$ cat src/rtl/trace_capture.sv
// trace_capture: circular-buffer recorder for retired-instruction strobes.
// Records {pc, inst, rd, stamp} while ARMED, then drains oldest-first in DONE.
module trace_capture #(
  parameter int XLEN    = 32,
  parameter int DEPTH   = 16,
  parameter int CYCLE_W = 16,
  parameter int TIMEOUT = 100,
  parameter bit WRAP    = 1'b1
) (
  input  logic                     clk_i,
  input  logic                     rst_i,
  input  logic                     arm_i,
  input  logic                     stop_i,
  input  logic                     trace_valid_i,
  input  logic [XLEN-1:0]          trace_pc_i,
  input  logic [31:0]              trace_inst_i,
  input  logic [4:0]               trace_rd_i,
  output logic                     out_valid_o,
  input  logic                     out_ready_i,
  output logic [XLEN-1:0]          out_pc_o,
  output logic [31:0]              out_inst_o,
  output logic [4:0]               out_rd_o,
  output logic [CYCLE_W-1:0]       out_stamp_o,
  output logic [$clog2(DEPTH):0]   count_o,
  output logic                     capturing_o,
  output logic                     overflow_o,
  output logic [1:0]               done_cause_o
);
  localparam int AW = $clog2(DEPTH);
  localparam int CW = AW + 1;
  localparam int IW = (TIMEOUT > 1) ? $clog2(TIMEOUT + 1) : 1;
  localparam logic [CW-1:0] FULL      = CW'(DEPTH);
  localparam logic [IW-1:0] IDLE_LAST = IW'((TIMEOUT > 0) ? TIMEOUT - 1 : 0);

  typedef enum logic [1:0] {S_IDLE, S_ARMED, S_DONE} state_e;

  typedef struct packed {
    logic [XLEN-1:0]    pc;
    logic [31:0]        inst;
    logic [4:0]         rd;
    logic [CYCLE_W-1:0] stamp;
  } entry_t;

  entry_t             mem_q [DEPTH];
  entry_t             head;
  state_e             state_q, state_d;
  logic [AW-1:0]      wr_q, wr_d, rd_q, rd_d;
  logic [CW-1:0]      count_q, count_d;
  logic [CYCLE_W-1:0] cyc_q, cyc_d;
  logic [IW-1:0]      idle_q, idle_d;
  logic               ovf_q, ovf_d;
  logic [1:0]         cause_q, cause_d;
  logic               we;

  always_comb begin
    state_d = state_q;
    wr_d    = wr_q;
    rd_d    = rd_q;
    count_d = count_q;
    cyc_d   = cyc_q;
    idle_d  = idle_q;
    ovf_d   = ovf_q;
    cause_d = cause_q;
    we      = 1'b0;
    unique case (state_q)
      S_ARMED: begin
        cyc_d  = cyc_q + CYCLE_W'(1);
        idle_d = trace_valid_i ? '0 : idle_q + IW'(1);
        if (trace_valid_i) begin
          we   = 1'b1;
          wr_d = wr_q + AW'(1);
          if (count_q != FULL) count_d = count_q + CW'(1);
          else begin
            // Full with WRAP: the slot just written was the oldest, so drop it.
            rd_d  = rd_q + AW'(1);
            ovf_d = 1'b1;
          end
        end
        // Capture above is already accounted for; pick the done cause by precedence.
        if (stop_i) begin
          state_d = S_DONE;
          cause_d = 2'd1;
        end else if (!WRAP && trace_valid_i && count_q == FULL - CW'(1)) begin
          state_d = S_DONE;
          cause_d = 2'd2;
        end else if (TIMEOUT != 0 && !trace_valid_i && idle_q == IDLE_LAST) begin
          state_d = S_DONE;
          cause_d = 2'd3;
        end
      end
      S_DONE: begin
        if (count_q != '0 && out_ready_i) begin
          rd_d    = rd_q + AW'(1);
          count_d = count_q - CW'(1);
        end
      end
      default: ;
    endcase
    if (arm_i) begin
      state_d = S_ARMED;
      wr_d    = '0;
      rd_d    = '0;
      count_d = '0;
      cyc_d   = '0;
      idle_d  = '0;
      ovf_d   = 1'b0;
      cause_d = '0;
      we      = 1'b0;
    end
  end

  always_ff @(posedge clk_i or posedge rst_i) begin
    if (rst_i) begin
      state_q <= S_IDLE;
      wr_q    <= '0;
      rd_q    <= '0;
      count_q <= '0;
      cyc_q   <= '0;
      idle_q  <= '0;
      ovf_q   <= 1'b0;
      cause_q <= '0;
    end else begin
      state_q <= state_d;
      wr_q    <= wr_d;
      rd_q    <= rd_d;
      count_q <= count_d;
      cyc_q   <= cyc_d;
      idle_q  <= idle_d;
      ovf_q   <= ovf_d;
      cause_q <= cause_d;
    end
  end

  // Storage carries no reset; entries are only observable once counted.
  always_ff @(posedge clk_i) begin
    if (we) mem_q[wr_q] <= {trace_pc_i, trace_inst_i, trace_rd_i, cyc_q};
  end

  assign head         = mem_q[rd_q];
  assign out_valid_o  = (state_q == S_DONE) && (count_q != '0);
  assign out_pc_o     = head.pc;
  assign out_inst_o   = head.inst;
  assign out_rd_o     = head.rd;
  assign out_stamp_o  = head.stamp;
  assign count_o      = count_q;
  assign capturing_o  = (state_q == S_ARMED);
  assign overflow_o   = ovf_q;
  assign done_cause_o = cause_q;
endmodule

$ cat config.mk
export PLATFORM = sky130hd
export DESIGN_NAME = trace_capture
export DESIGN_NICKNAME = d
export VERILOG_FILES = /design/src/rtl/trace_capture.sv
export SDC_FILE = /design/constraint.sdc
export NUM_CORES = 1
export LEC_CHECK = 0
export ABC_CLOCK_PERIOD_IN_PS = 8100
export BUFFER_PORTS_ARGS = -buffer_cell sky130_fd_sc_hd__buf_2
export CORE_MARGIN = 2
export CORE_UTILIZATION = 55
export CTS_CLUSTER_DIAMETER = 40
export DETAILED_ROUTE_END_ITERATION = 8
export GPL_ROUTABILITY_DRIVEN = 1
export PLACE_DENSITY_LB_ADDON = 0.12
export SYNTH_ARGS = -nofsm -noshare
export SYNTH_HDL_FRONTEND = slang
export SYNTH_SLANG_ARGS = --single-unit
$ cat constraint.sdc
create_clock -name clk_i -period 8.1 [get_ports clk_i]
set_clock_uncertainty 0.2 [all_clocks]
set_input_delay 1.62 -clock clk_i [delete_from_list [all_inputs] [get_ports clk_i]]
set_output_delay 1.62 -clock clk_i [all_outputs]
set_load 0.02 [all_outputs]
==> metrics.csv <==
stage;metric;value;unit
route;Initial DRC Count;2806;
sta;actual slew at the worst max-slew pin;1080;ps
route;wire length per cell;29.87;microns
sta;Final period util;69.61;%
route;DRC viols;0;
cells_and_area;share of cells above drive strength 1;36.34;%
route;DRT antenna net count;0;
sta;Final Hold Vio Count;0;
synthesis;top_reg_cell synth;edfxtp_1;
cells_and_area;nets;2503;
sta;RSZ-0062 raised after global routing;no;
grt;gr usage total;23.62;%
placed_design;placed inst area;55740;sq um
sta;Setup WS post-layout;2462;ps
cells_and_area;post-route cell area;61160;sq um
synthesis;sequential area share after synthesis;78.41;%
setup_path;Arrival @ worst endpoint;3820;ps
clock_tree;Clock transition at path regs;50;ps
power;VDD IR max;210.5;uV
synthesis;top cell type by total area after synthesis;edfxtp_1;
power;power density cells;267.0;nW/um^2
placed_design;Port Buffers;169;
grt;vias in the first global route;25400;
setup_path;Req. time, crit path;6280;ps
placed_design;post-DP HPWL;55940;microns
synthesis;asr flop ratio synth;2.857;%
die;Die H;315.5;microns
route;vias per std cell;6.279;
synthesis;syn_area_per_cell;24.86;sq um
min_path;HP Start;overflow_o$_DFFE_PP0P_;
clock_tree;post-CTS setup buffer count;0;
clock_tree;deepest clock path buffer count;3;
sta;Min Hold Slack;310.8;ps
die;I/O pin cnt;170;
synthesis;post-synth top area share;76.54;%
setup_path;CP startpoint;rd_q[0]$_DFFE_PP0P_;
setup_path;flop2flop setup slack;4450;ps
die;Rows;114;
die;die area;99520;sq um
setup_path;Crit path max-delay family;buffers and inverters;
synthesis;number of synthesized flops with an enable pin;1360;
sta;Setup Viol. Count Final;0;
sta;post-layout min period;5638;ps
synthesis;post-synth cell types;50;
cells_and_area;most frequent cells in the layout;edfxtp_1, mux4_2, buf_2, clkbuf_16, buf_4;
synthesis;ranking of synthesized cells by area;edfxtp_1, mux4_2, dfrtp_1;
setup_path;Startpoint Class;flop;
clock_tree;# clock sinks;1400;
setup_path;crit end category;output pin;
setup_path;Max Fanout on Critical Path;31;
die;Initial Utilization;55.34;%
grt;first-pass GRT wire length;168400;microns
setup_path;Worst Path Buf+Inv;3;
clock_tree;clock root cell;clkbuf_16;
clock_tree;CTS tree;built;
cells_and_area;area grow syn2layout;14.61;%
cells_and_area;commonest non-fill, non-tap cell in the layout;edfxtp_1;
run_status;status;finished clean;
sta;setup TNS;0;ps
setup_path;launching point of the worst reg2reg path;done_cause_o[0]$_DFFE_PP0P_;
clock_tree;total CTS buffers;161;
route;via count;24040;
clock_tree;CTS H-tree lvls;4;
sta;Max Clk Rate;0.1774;GHz
die;core area;96420;sq um
setup_path;worst-path cell chain;buf_4 -> buf_4 -> mux4_2 -> mux4_2 -> buf_2;
placed_design;pre-CTS setup slack;3115;ps
synthesis;cell count after synthesis;2146;
synthesis;Syn. warnings;0;
setup_path;Crit Path Class;reg2out;
clock_tree;clk_lat worst skew;740;ps
job;max-cap viol count;0;
route;Routed WL;114300;microns
grt;initial antenna violation count;8;
cells_and_area;final cell count without fillers;3828;
clock_tree;Resize count post-CTS;0;
grt;total grt overflow;0;
placed_design;GPL Wtd Cong;0.7661;
placed_design;Inst Count DP;3532;
cells_and_area;fin util;63.43;%
sta;Worst slew margin;28.01;%
synthesis;FF+latch count, synth;1400;
clock_tree;# hold bufs at CTS;0;
sta;fin. max-slew vios;0;
die;Die X-Extent;315.5;microns
cells_and_area;# fillers;6389;
synthesis;Syn Nets;2230;
setup_path;Worst path max stage delay;660;ps
grt;largest net degree at the start of global routing;138;
setup_path;CP max stage cell;dfrtp_4;
power;Final Total Pwr;16.33;mW
synthesis;Post-Syn Area;53360;sq um
route;drt pass-1 iters;5;
power;LEAKAGE;18.89;nW
min_path;Min-Delay Path Class;reg2reg;
==> registers in the layout, indices dropped and copies added, names as in the netlist <==
signal,count
cyc_q,16
idle_q,7
state_q,1
mem_q,1360
wr_q,4
count_o,5
rd_q,4
overflow_o,1
done_cause_o,2
==> per-layer routing <==
layer / vias up / wire length (microns) / GRT usage [%]
li1: 9902 / - / -
met1: 13110 / 47670 / 34.28
met2: 862 / 57130 / 37.79
met3: 162 / 7285 / 4.158
met4: 4 / 2241 / 6.603
met5: - / 21 / 0
==> synthesized netlist by cell type (3+ instances only) <==
cell type,n
a21oi_1,23
a31oi_1,3
and3_1,4
buf_1,8
buf_2,18
buf_6,30
clkbuf_1,54
dfrtp_1,40
edfxtp_1,1360
ha_1,9
inv_1,7
mux4_2,425
nand2_1,20
nand2b_1,3
nand3_1,11
nand3b_1,3
nand4_1,7
nor2_1,37
nor2b_1,3
nor3_1,8
o21ai_0,13
o31ai_1,4
or3_1,5
or4_1,8
xnor2_1,5
xor2_1,10
==> logic make-up (layout without fill, tap and decap cells) <==
group	Yosys count	in the layout	share of synthesized area (%)
flip-flops	1400	1400	78.41
multiplexers	429	429	18.02
AND/OR/NAND/NOR	121	121	1.217
buffers and inverters	119	521	1.311
AO/OA/AOI/OAI	53	53	0.5839
XOR/XNOR	15	15	0.2462
adder cells (fa/ha/maj)	9	9	0.2110
other	0	4	0
==> tightest hold or removal path, cell delays in order (launching register included) <==
cell	delay (ps)
dfrtp_1	340
a31oi_1	40
nor2_1	80
==> report_power, final <==
part           total [mW]  switching (mW)  leakage, nW  internal [mW]
registers            8.03          0.0439         12.8           7.99
logic                1.07           0.560         3.51          0.508
clock network        7.23            2.88         2.57           4.35
==> final cells by class <==
| type | count | area (sq um) | area share [%] |
|---|---|---|---|
| Tap cell | 1276 | 1597 | 2.611 |
| Sequential cell | 1400 | 41860 | 68.44 |
| Clock inverter | 101 | 1182 | 1.933 |
| Clock buffer | 191 | 4225 | 6.909 |
| Antenna cell | 4 | 10.01 | 0.01637 |
| Timing Repair Buffer | 222 | 1306 | 2.136 |
| Inverter | 7 | 26.28 | 0.04296 |
| Multi-Input combinational cell | 627 | 10960 | 17.91 |
==> worst paths after layout <==
| path | to | cells after the start |
|---|---|---|
| max | out_pc_o[5] | 5 |
| min | overflow_o$_DFFE_PP0P_ | 2 |
| max reg2reg | mem_q[11][34]$_DFFE_PP_ | 5 |
| min reg2reg | overflow_o$_DFFE_PP0P_ | 2 |
| max in group asynchronous | rd_q[3]$_DFFE_PP0P_ | 3 |
| min in group asynchronous | idle_q[3]$_DFFE_PP0P_ | 3 |
(Power assumes the default switching activity.)
